File: src/rtl/acc_batch_ctrl_if.sv
// Sample-in / result-out handshake bundle for the batch accumulator controller.
// The controller connects through the slave modport; producer and consumer drive through master.
interface acc_batch_ctrl_if #(
  parameter int DATA_W = 4,
  parameter int SUM_W  = 6
) ();
  logic              i_start;
  logic [DATA_W-1:0] i_data;
  logic              i_valid;
  logic              o_ready;
  logic [SUM_W-1:0]  o_sum;
  logic              o_overflow;
  logic              o_valid;
  logic              i_ready;
  logic              o_busy;

  modport master (
    output i_start, i_data, i_valid, i_ready,
    input  o_ready, o_sum, o_overflow, o_valid, o_busy
  );

  modport slave (
    input  i_start, i_data, i_valid, i_ready,
    output o_ready, o_sum, o_overflow, o_valid, o_busy
  );
endinterface

File: src/rtl/acc_batch_ctrl.sv
// Batch controller: after a start request, sums BATCH_LEN samples into a wrapping
// accumulator with a sticky carry flag, then holds the result on a valid/ready port.
module acc_batch_ctrl #(
  parameter int DATA_W    = 4,
  parameter int SUM_W     = 6,
  parameter int BATCH_LEN = 8,
  parameter int CNT_W     = 4
) (
  input logic             clk,
  input logic             i_rst,
  acc_batch_ctrl_if.slave bus
);

  typedef enum logic [1:0] {
    ST_IDLE  = 2'b00,
    ST_ACCUM = 2'b01,
    ST_DONE  = 2'b10
  } state_t;

  localparam logic [CNT_W-1:0] LAST_CNT = CNT_W'(BATCH_LEN - 1);

  state_t           state_r;
  state_t           state_s;
  logic [SUM_W-1:0] sum_r;
  logic             ovf_r;
  logic [CNT_W-1:0] cnt_r;
  logic             ready_r;
  logic             valid_r;
  logic             busy_r;

  logic             start_s;
  logic             beat_s;
  logic             last_s;
  logic [SUM_W:0]   data_ext_s;
  logic [SUM_W:0]   add_s;

  // ready_r mirrors state_r==ST_ACCUM, so a beat never sees i_valid combinationally on o_ready
  assign start_s    = (state_r == ST_IDLE) & bus.i_start;
  assign beat_s     = ready_r & bus.i_valid;
  assign last_s     = beat_s & (cnt_r == LAST_CNT);
  assign data_ext_s = (SUM_W + 1)'(bus.i_data);
  assign add_s      = {1'b0, sum_r} + data_ext_s;

  // Next-state decode for the batch sequencer
  always_comb begin
    state_s = state_r;
    case (state_r)
      ST_IDLE: begin
        if (bus.i_start) begin
          state_s = ST_ACCUM;
        end else begin
          state_s = ST_IDLE;
        end
      end
      ST_ACCUM: begin
        if (last_s) begin
          state_s = ST_DONE;
        end else begin
          state_s = ST_ACCUM;
        end
      end
      ST_DONE: begin
        if (valid_r & bus.i_ready) begin
          state_s = ST_IDLE;
        end else begin
          state_s = ST_DONE;
        end
      end
      default: begin
        state_s = ST_IDLE;
      end
    endcase
  end

  // State register
  always_ff @(posedge clk or posedge i_rst) begin
    if (i_rst) begin
      state_r <= ST_IDLE;
    end else begin
      state_r <= state_s;
    end
  end

  // Accumulator, sticky carry and beat counter; cleared on start, advanced per beat
  always_ff @(posedge clk or posedge i_rst) begin
    if (i_rst) begin
      sum_r <= {SUM_W{1'b0}};
      ovf_r <= 1'b0;
      cnt_r <= {CNT_W{1'b0}};
    end else if (start_s) begin
      sum_r <= {SUM_W{1'b0}};
      ovf_r <= 1'b0;
      cnt_r <= {CNT_W{1'b0}};
    end else if (beat_s) begin
      sum_r <= add_s[SUM_W-1:0];
      ovf_r <= ovf_r | add_s[SUM_W];
      cnt_r <= cnt_r + CNT_W'(1);
    end else begin
      sum_r <= sum_r;
      ovf_r <= ovf_r;
      cnt_r <= cnt_r;
    end
  end

  // Handshake flags registered from the next state so they track state_r exactly
  always_ff @(posedge clk or posedge i_rst) begin
    if (i_rst) begin
      ready_r <= 1'b0;
      valid_r <= 1'b0;
      busy_r  <= 1'b0;
    end else begin
      ready_r <= (state_s == ST_ACCUM);
      valid_r <= (state_s == ST_DONE);
      busy_r  <= (state_s != ST_IDLE);
    end
  end

  assign bus.o_ready    = ready_r;
  assign bus.o_valid    = valid_r;
  assign bus.o_busy     = busy_r;
  assign bus.o_sum      = sum_r;
  assign bus.o_overflow = ovf_r;

endmodule
File: src/flat_wrapper.sv
// flat-port wrapper written by rule: the top's interface ports become plain ports
module acc_batch_ctrl_flat 
#(
  parameter int DATA_W    = 4,
  parameter int SUM_W     = 6,
  parameter int BATCH_LEN = 8,
  parameter int CNT_W     = 4
)
  (clk, i_rst, bus_i_start, bus_i_data, bus_i_valid, bus_i_ready, bus_o_ready, bus_o_sum, bus_o_overflow, bus_o_valid, bus_o_busy);
  acc_batch_ctrl_if #(.DATA_W(DATA_W), .SUM_W(SUM_W)) bus_i ();
  input logic clk;
  input logic i_rst;
  input wire logic [$bits(bus_i.i_start)-1:0] bus_i_start;
  input wire logic [$bits(bus_i.i_data)-1:0] bus_i_data;
  input wire logic [$bits(bus_i.i_valid)-1:0] bus_i_valid;
  input wire logic [$bits(bus_i.i_ready)-1:0] bus_i_ready;
  output wire logic [$bits(bus_i.o_ready)-1:0] bus_o_ready;
  output wire logic [$bits(bus_i.o_sum)-1:0] bus_o_sum;
  output wire logic [$bits(bus_i.o_overflow)-1:0] bus_o_overflow;
  output wire logic [$bits(bus_i.o_valid)-1:0] bus_o_valid;
  output wire logic [$bits(bus_i.o_busy)-1:0] bus_o_busy;
  assign bus_i.i_start = bus_i_start;
  assign bus_i.i_data = bus_i_data;
  assign bus_i.i_valid = bus_i_valid;
  assign bus_i.i_ready = bus_i_ready;
  assign bus_o_ready = bus_i.o_ready;
  assign bus_o_sum = bus_i.o_sum;
  assign bus_o_overflow = bus_i.o_overflow;
  assign bus_o_valid = bus_i.o_valid;
  assign bus_o_busy = bus_i.o_busy;
  acc_batch_ctrl #(.DATA_W(DATA_W), .SUM_W(SUM_W), .BATCH_LEN(BATCH_LEN), .CNT_W(CNT_W)) u_core (.clk(clk), .i_rst(i_rst), .bus(bus_i));
endmodule
File: config.mk
export PLATFORM = sky130hd
export DESIGN_NAME = acc_batch_ctrl_flat
export DESIGN_NICKNAME = d
export VERILOG_FILES = /design/src/rtl/acc_batch_ctrl_if.sv /design/src/rtl/acc_batch_ctrl.sv /design/src/flat_wrapper.sv
export SDC_FILE = /design/constraint.sdc
export NUM_CORES = 1
export LEC_CHECK = 0
export ABC_AREA = 1
export CAP_MARGIN = 20
export CORE_MARGIN = 2
export CORE_UTILIZATION = 30
export DETAILED_ROUTE_END_ITERATION = 10
export GPL_TIMING_DRIVEN = 1
export PLACE_DENSITY_LB_ADDON = 0.12
export SETUP_SLACK_MARGIN = 0.5
export SYNTH_ARGS = -nofsm -noshare
export SYNTH_HDL_FRONTEND = slang
export SYNTH_SLANG_ARGS = --single-unit
File: constraint.sdc
create_clock -name clk -period 3.95 [get_ports clk]
set_input_delay 0.79 -clock clk [delete_from_list [all_inputs] [get_ports clk]]
set_output_delay 0.79 -clock clk [all_outputs]
set_load 0.02 [all_outputs]
; Yosys cells after proc, flatten, opt, wreduce, memory -nomap -nowiden
; Index checks and enable logic that the tools add are counted.
[totals]
wordCells = 32
inputBits = 9
regBits = 16
out_inout_bits = 10
[op_classes]
bitwise_logic = 5
n_eq_ne = 5
reduce_logical = 3
mux = 10
addsub = 2
[ops]
columns = cell, n
row1 = $mux W6, 2
row2 = $mux W4, 2
row3 = $add A6 B4 Y7, 1
row4 = $pmux W2 S3, 1
row5 = $add A4 B1 Y4 const B, 1
row6 = $and A1 B1 Y1, 4
row7 = $eq A2 B1 Y1 const B, 2
row8 = $eq A2 B2 Y1 const B, 2
row9 = $eq A4 B3 Y1 const B, 1
row10 = $mux W2, 2
row11 = $reduce_bool A2 Y1, 2
row12 = $mux W1, 3
row13 = $logic_not A2 Y1, 1
row14 = $or A1 B1 Y1, 1

; Depth between registers and ports, before layout
; Gate-level depths: netlist (run 1).
[logic_depth]
depth_word = 5
ltp_mapped = 8
depth_no_buf = 8

; Worst setup path before layout (run 1)
; No wires, ideal clock.
[synth_path]
path_kind = input to register
from = input port bus_i_data[0]
to = register u_core.ovf_r (netlist: u_core.bus.o_overflow)
setup_slack_ps = 2124
stages = 6
arrival_time_ps = 1749
path_buffers = 0
t_required_ps = 3873
path_cell_list = ha_1 inv_1 fa_1 o21ai_1 nand3_1 a21oi_1
[synth_via]
elab_chain_len = 4
[synth_rtl]
columns = element, line_no
row1 = from (decl), flat_wrapper.sv:14  ; input wire logic [$bits(bus_i.i_data)-1:0] bus_i_data;
row2 = $add A6 B4 Y7, acc_batch_ctrl.sv:42  ; assign add_s = {1'b0, sum_r} + data_ext_s;
row3 = $or A1 B1 Y1, acc_batch_ctrl.sv:96  ; ovf_r <= ovf_r | add_s[SUM_W];
row4 = $mux W1, acc_batch_ctrl.sv:94  ; end else if (beat_s) begin
row5 = $mux W1, acc_batch_ctrl.sv:90  ; end else if (start_s) begin
row6 = to (signal assigned), acc_batch_ctrl.sv:96
row7 = to (signal assigned), acc_batch_ctrl.sv:100  ; ovf_r <= ovf_r;
row8 = to (decl), acc_batch_ctrl.sv:25  ; logic ovf_r;
; No other way between the ends. The select of a mux whose other input is x is not followed.
; A chain may end at the register's enable or synchronous reset.

; Final worst setup path (run 1)
[layout_path]
from = register u_core.sum_r[5] (netlist: u_core.bus.o_sum[5])
to = output port bus_o_sum[5]
[layout_lines]
columns = element, line_no
row1 = from (decl), acc_batch_ctrl.sv:24  ; logic [SUM_W-1:0] sum_r;
row2 = from (signal assigned), acc_batch_ctrl.sv:87  ; sum_r <= {SUM_W{1'b0}};
row3 = from (signal assigned), acc_batch_ctrl.sv:91  ; sum_r <= {SUM_W{1'b0}};
row4 = from (signal assigned), acc_batch_ctrl.sv:95  ; sum_r <= add_s[SUM_W-1:0];
row5 = to (decl), flat_wrapper.sv:18  ; output wire logic [$bits(bus_i.o_sum)-1:0] bus_o_sum;
; No word-level cell between the ends.

==> results of run 1 <==
==> synthesized netlist by cell type, drive strengths merged <==
cell   number  area (um^2)
nand3       8         57.6
a21oi       6         30.0
a22oi       2         15.0
or2         1         6.26
ha          5         62.6
nand2      14         62.6
dfrtp      16          400
inv        19         73.8
o21ai       6         33.8
o31ai       2         20.0
nor2       11         63.8
xor2        2         17.5
fa          1         20.0
nor3        2         10.0
==> kinds of logic (layout without fill, tap and decap cells) <==
| logic type | count (synthesis) | in the layout | synth area share |
|---|---|---|---|
| buffers and inverters | 19 | 41 | 0.0845 |
| AOI/OAI and AO/OA | 16 | 16 | 0.113 |
| adders and majority gates | 6 | 6 | 0.0946 |
| xor gates and xnor gates | 2 | 2 | 0.0201 |
| and+or+nand+nor | 36 | 36 | 0.229 |
| DFF | 16 | 16 | 0.458 |
==> through the flow <==
| stage | utilization | power [uW] | std cells | setup WS, ps |
|---|---|---|---|---|
| final | 0.409 | 809 | 148 | 1840 |
| after global placement | 0.396 | 701 | 144 | 1590 |
| after global routing | 0.409 | 889 | 148 | 1750 |
| after CTS | 0.409 | 822 | 148 | 1810 |
| after detailed placement | 0.396 | 707 | 144 | 1540 |
| after floorplan | - | 559 | 95 | 2120 |
==> flip-flops by register name, indices dropped and copies added, names as in the netlist <==
| signal | cells |
|---|---|
| u_core.bus.o_ready | 1 |
| u_core.state_r | 2 |
| u_core.bus.o_valid | 1 |
| u_core.bus.o_sum | 6 |
| u_core.cnt_r | 4 |
| u_core.bus.o_busy | 1 |
| u_core.bus.o_overflow | 1 |
==> area by class of cell <==
type                       instances  area share
multi-input combinational         60       0.354
clock buffer                       4      0.0322
inverter                          19      0.0654
timing repair buffer              18       0.160
tap                               31      0.0344
sequential                        16       0.355
==> placed cells by master, fill, tap and decap left out <==
cell             instances
clkdlybuf4s50_1         18
fa_1                     1
o21ai_0                  2
nor3_1                   2
nand2_4                  1
a22oi_1                  2
a21oi_1                  6
o31ai_1                  1
or2_1                    1
nand3_4                  1
ha_1                     5
inv_4                    1
inv_1                   14
o21ai_2                  1
nor2_4                   2
nand2_1                 12
clkbuf_4                 3
o31ai_2                  1
nor2_1                   6
nand2_2                  1
nand3_1                  6
nor2_2                   3
xor2_1                   2
nand3_2                  1
dfrtp_1                 16
inv_2                    4
o21ai_1                  3
clkbuf_8                 1
==> metal layers <==
layer	track usage	up-vias
li1	-	354
met1	0.148	296
met2	0.193	16
met3	0.0313	4
met4	0.0598	0
met5	0	-
==> path summary, 6_finish.rpt <==
kind                       slack [ps]                                end                            start  cells after the start
min reg2reg                       530        u_core.cnt_r[2]$_DFFE_PP0P_      u_core.cnt_r[2]$_DFFE_PP0P_                      1
min in group asynchronous         870        u_core.cnt_r[1]$_DFFE_PP0P_                            i_rst                      2
min                               530        u_core.cnt_r[2]$_DFFE_PP0P_      u_core.cnt_r[2]$_DFFE_PP0P_                      1
max reg2reg                      2410  u_core.bus.o_overflow$_DFFE_PP0P_  u_core.bus.o_sum[0]$_DFFE_PP0P_                      6
max in group asynchronous        2670    u_core.bus.o_sum[3]$_DFFE_PP0P_                            i_rst                      2
max                              1840                       bus_o_sum[5]  u_core.bus.o_sum[5]$_DFFE_PP0P_                      1
==> where the power goes <==
part	switching, uW	internal (uW)
Sequential	49.7	230
Clock	56.6	56.1
Combinational	234	182
==> metrics.md, run 1 <==
| Metric | Value |
|---|---|
| Pwr dens | 717 mW/mm^2 |
| Layout Nets | 133 |
| DR WL met3 | 110 um |
| Avg WL per Cell | 11.3 um |
| Crit-path cells | clkdlybuf4s50_1 |
| Post-CTS setup buffers | 0 |
| Critical Path AT | 1320 ps |
| I/O pins | 19 |
| Unrepaired setup endpoints after global routing | false |
| Largest net degree at the start of global routing | 17 |
| Fmax | 0.474 GHz |
| Seq/Total Area, Yosys | 0.458 |
| CP Launch Type | register |
| Post-CTS Resized | 0 |
| Hpwl dp | 1280 um |
| Total Negative Setup Slacks | 0 ps |
| Core area | 0.00276 mm^2 |
| Clock sinks | 16 |
| Syn avg cell area | 9.19 um^2 |
| GPL Wtd Cong | 0.747 |
| Die width | 58.0 um |
| Final WL | 1670 um |
| Area of the multi-input gates | 399 um^2 |
| Initial core utilization | 0.317 |
| Hold slack | 531 ps |
| Detailed Route Iter0 Violations | 20 |
| CTS buffer count | 3 |
| Finished Cell Area | 0.00113 mm^2 |
| Clock Skew | 2.17 ps |
| Initial antenna violation count | 0 |
| Type of the tightest min-delay check | register to register |
| Setup CP Type | register to primary output |
| Slowest stage delay, CP | 620 ps |
| Initial DRT Pass Iterations | 4 |
| Max cap viols | 0 |
| Fillers | 295 |
| CTS Root Cell | clkbuf_4 |
| Distinct cells, synth | 25 |
| Grt ovf | 0 |
| Final Hold Vio Count | 0 |
| Uppermost routed layer | met4 |
| CTS max path bufs | 2 |
| #FFs+latches synth | 16 |
| Max-slew headroom | 0.575 |
| Worst path bufs/invs | 1 |
| Period Utilization, post-route | 0.535 |
| DIE AREA | 0.00336 mm^2 |
| Area Growth Syn to Fin | 29.2% |
| Final Max Slew Viols | 0 |
| YS warnings | 0 |
| Met2 wire length | 716 um |
| Antenna Nets Post-Route | 0 |
| Clk slew on worst S/H paths | 100 ps |
| Syn Std Cell Area | 873 um^2 |
| Post-CTS Hold Buffers | 0 |
| Cells after Synth | 95 |
| Leakage power | 0.000529 uW |
| Worst-skew pair later-pin latency | 290 ps |
| Vias per cell | 4.53 |
| CP Max Fanout | 4 |
| Crit end category | primary output |
| Vias in the first global route | 719 |
| Measured slew at the worst slew-check pin | 637 ps |
| Diodes inserted | 0 |
| CTS tree | built |
| Register Area | 400 um^2 |
| H-tree depth | 1 |
| Final Critical Period | 2110 ps |
| Critical path's top delay family | buffers and inverters |
| Required time of the worst setup path | 3160 ps |
| Overall Global Routing Usage | 0.120 |
| PortBufs | 18 |
| First-pass GRT wire length | 3020 um |
| Worst VDD drop | 0.289 mV |
| Final setup violation count | 0 |
| Slowest-stage cell, CP | clkdlybuf4s50_1 |
| Status | complete, no violations |
| Area after DPL | 0.00109 mm^2 |
| Share of cells above drive strength 1 | 0.171 |
| Routed vias | 670 |
| DRC | 0 |
| Die height | 58.0 um |
| Rows | 19 |
| Metal-1 WL | 814 um |
| Syn_nets | 110 |
Power figures use the tool's default switching activity.
==> run 2, diff against run 1 <==
==> constraint.sdc (replaced) <==
create_clock -name clk -period 2.21 [get_ports clk]
set_input_delay 0.442 -clock clk [delete_from_list [all_inputs] [get_ports clk]]
set_output_delay 0.442 -clock clk [all_outputs]
set_load 0.02 [all_outputs]
==> metrics.md, run 2 (same netlist as run 1, synthesis figures left out) <==
| Metric | Value |
|---|---|
| Max cap viols | 0 |
| Measured slew at the worst slew-check pin | 626 ps |
| Share of cells above drive strength 1 | 0.181 |
| Final non-filler cell total | 147 |
| Crit end category | register |
| CTS Root Cell | clkbuf_4 |
| DIE AREA | 0.00336 mm^2 |
| Largest net degree at the start of global routing | 17 |
| PortBufs | 18 |
| Post-CTS setup buffers | 0 |
| Unrepaired setup endpoints after global routing | true |
| Hpwl dp | 1280 um |
| Required time of the worst setup path | 2420 ps |
| GPL Wtd Cong | 0.747 |
| Avg WL per Cell | 11.0 um |
| Max-slew headroom | 0.582 |
| DRC | 0 |
| Most common cell after layout, fill and taps aside | dfrtp_1 |
| H-tree depth | 1 |
| CTS max path bufs | 2 |
| Hold slack | 530 ps |
| Critical Path AT | 1870 ps |
| Fillers | 283 |
| Status | complete, no violations |
| Worst VDD drop | 0.482 mV |
| CP Max Fanout | 3 |
| Antenna Nets Post-Route | 0 |
| CP Depth | 7 |
| Grt ovf | 0 |
| Final WL | 1620 um |
| CTS buffer count | 3 |
| Routed vias | 663 |
| Slowest-stage cell, CP | clkdlybuf4s50_1 |
| Vias per cell | 4.51 |
| Setup CP Type | input pin to register |
| Core area | 0.00276 mm^2 |
| Final setup violation count | 0 |
| Layout Nets | 133 |
| Worst path bufs/invs | 2 |
| Die width | 58.0 um |
| Clk slew on worst S/H paths | 90 ps |
| Max reg flops | 6 |
| Crit-path cells | clkdlybuf4s50_1 > ha_1 > inv_1 > fa_2 > o21ai_4 > nand3_1 > a21oi_1 |
| Final Hold Vio Count | 0 |
| Worst-skew pair later-pin latency | 280 ps |
| Total Negative Setup Slacks | 0 ps |
| Critical path's top delay family | adder cells |
| Period Utilization, post-route | 0.752 |
| Placed Cells | 144 |
| Die height | 58.0 um |
| Clock sinks | 16 |
| Detailed Route Iter0 Violations | 11 |
| Final Max Slew Viols | 0 |
| Design Power | 1380 uW |
| Fmax | 0.601 GHz |
| Vias in the first global route | 671 |
| Initial DRT Pass Iterations | 4 |
| Rows | 19 |
| I/O pins | 19 |
| Post-CTS Hold Buffers | 0 |
| Clock Skew | 3.86 ps |
| Reg2reg path depth | 6 |
| Initial antenna violation count | 0 |
| Diodes inserted | 0 |
| Most frequent cells in the layout | dfrtp_1 (16), inv_1 (14), nand2_1 (12) |
| Leakage power | 0.000581 uW |
| Pwr dens | 1220 mW/mm^2 |
| Overall Global Routing Usage | 0.118 |
| Type of the tightest min-delay check | input pin to async pin |
| Area Growth Syn to Fin | 29.2% |
| Slowest stage delay, CP | 460 ps |
| Final Critical Period | 1660 ps |
| CP Launch Type | input pin |
| Initial core utilization | 0.317 |
| First-pass GRT wire length | 2970 um |
| CTS tree | built |
run 2: metal layers:
| layer | track usage | routed length, um |
|---|---|---|
| met5 | 0 | 0 |
| met4 | 0.0598 | 16 |
| met3 | 0.0246 | 91 |
| met2 | 0.180 | 725 |
| met1 | 0.159 | 790 |
run 2: metrics by stage:
step	setup WS, ps	utilization	instance area, um^2
2_1_floorplan	663	-	873
3_3_place_gp	202	0.396	1090
3_5_place_dp	157	0.396	1090
4_1_cts	501	0.403	1110
5_1_grt	467	0.409	1130
6_report	547	0.409	1130
run 2: path summary, 6_finish.rpt:
path | startpoint | end | slack (ps)
max | bus_i_data[0] | u_core.bus.o_overflow$_DFFE_PP0P_ | 550
min in group clk | u_core.cnt_r[2]$_DFFE_PP0P_ | u_core.cnt_r[2]$_DFFE_PP0P_ | 530
max in group asynchronous | i_rst | u_core.state_r[0]$_DFF_PP0_ | 1270
max reg2reg | u_core.bus.o_sum[0]$_DFFE_PP0P_ | u_core.bus.o_overflow$_DFFE_PP0P_ | 780
min | i_rst | u_core.bus.o_sum[0]$_DFFE_PP0P_ | 530
min reg2reg | u_core.cnt_r[2]$_DFFE_PP0P_ | u_core.cnt_r[2]$_DFFE_PP0P_ | 530
run 2: area by class of cell:
| cell class | count | area (um^2) | share of cell area |
|---|---|---|---|
| Clock buffer | 3 | 22.5 | 0.0200 |
| Sequential cell | 16 | 400 | 0.355 |
| Timing Repair Buffer | 18 | 180 | 0.160 |
| Inverter | 19 | 73.8 | 0.0654 |
| Multi-Input combinational cell | 60 | 413 | 0.366 |
| Tap cell | 31 | 38.8 | 0.0344 |
run 2: worst reg2reg max path, stage by stage, from the launching register on:
cell and delay (ps):
dfrtp_1 370, ha_1 170, inv_1 60, fa_2 380, o21ai_4 180, nand3_1 80
a21oi_1 130
run 2: timing repair:
| action | CTS | global route |
|---|---|---|
| endpoints found under the setup margin | 8 | 5 |
| pin swaps | 1 | 1 |
| cloned | 0 | 0 |
| gates resized for setup | 7 | 5 |
run 2: report_power, final:
group	switching [uW]	leakage, uW	internal, uW
combinational	429	0.000371	298
clock	88.5	0.0000138	63.1
sequential	87.1	0.000197	411
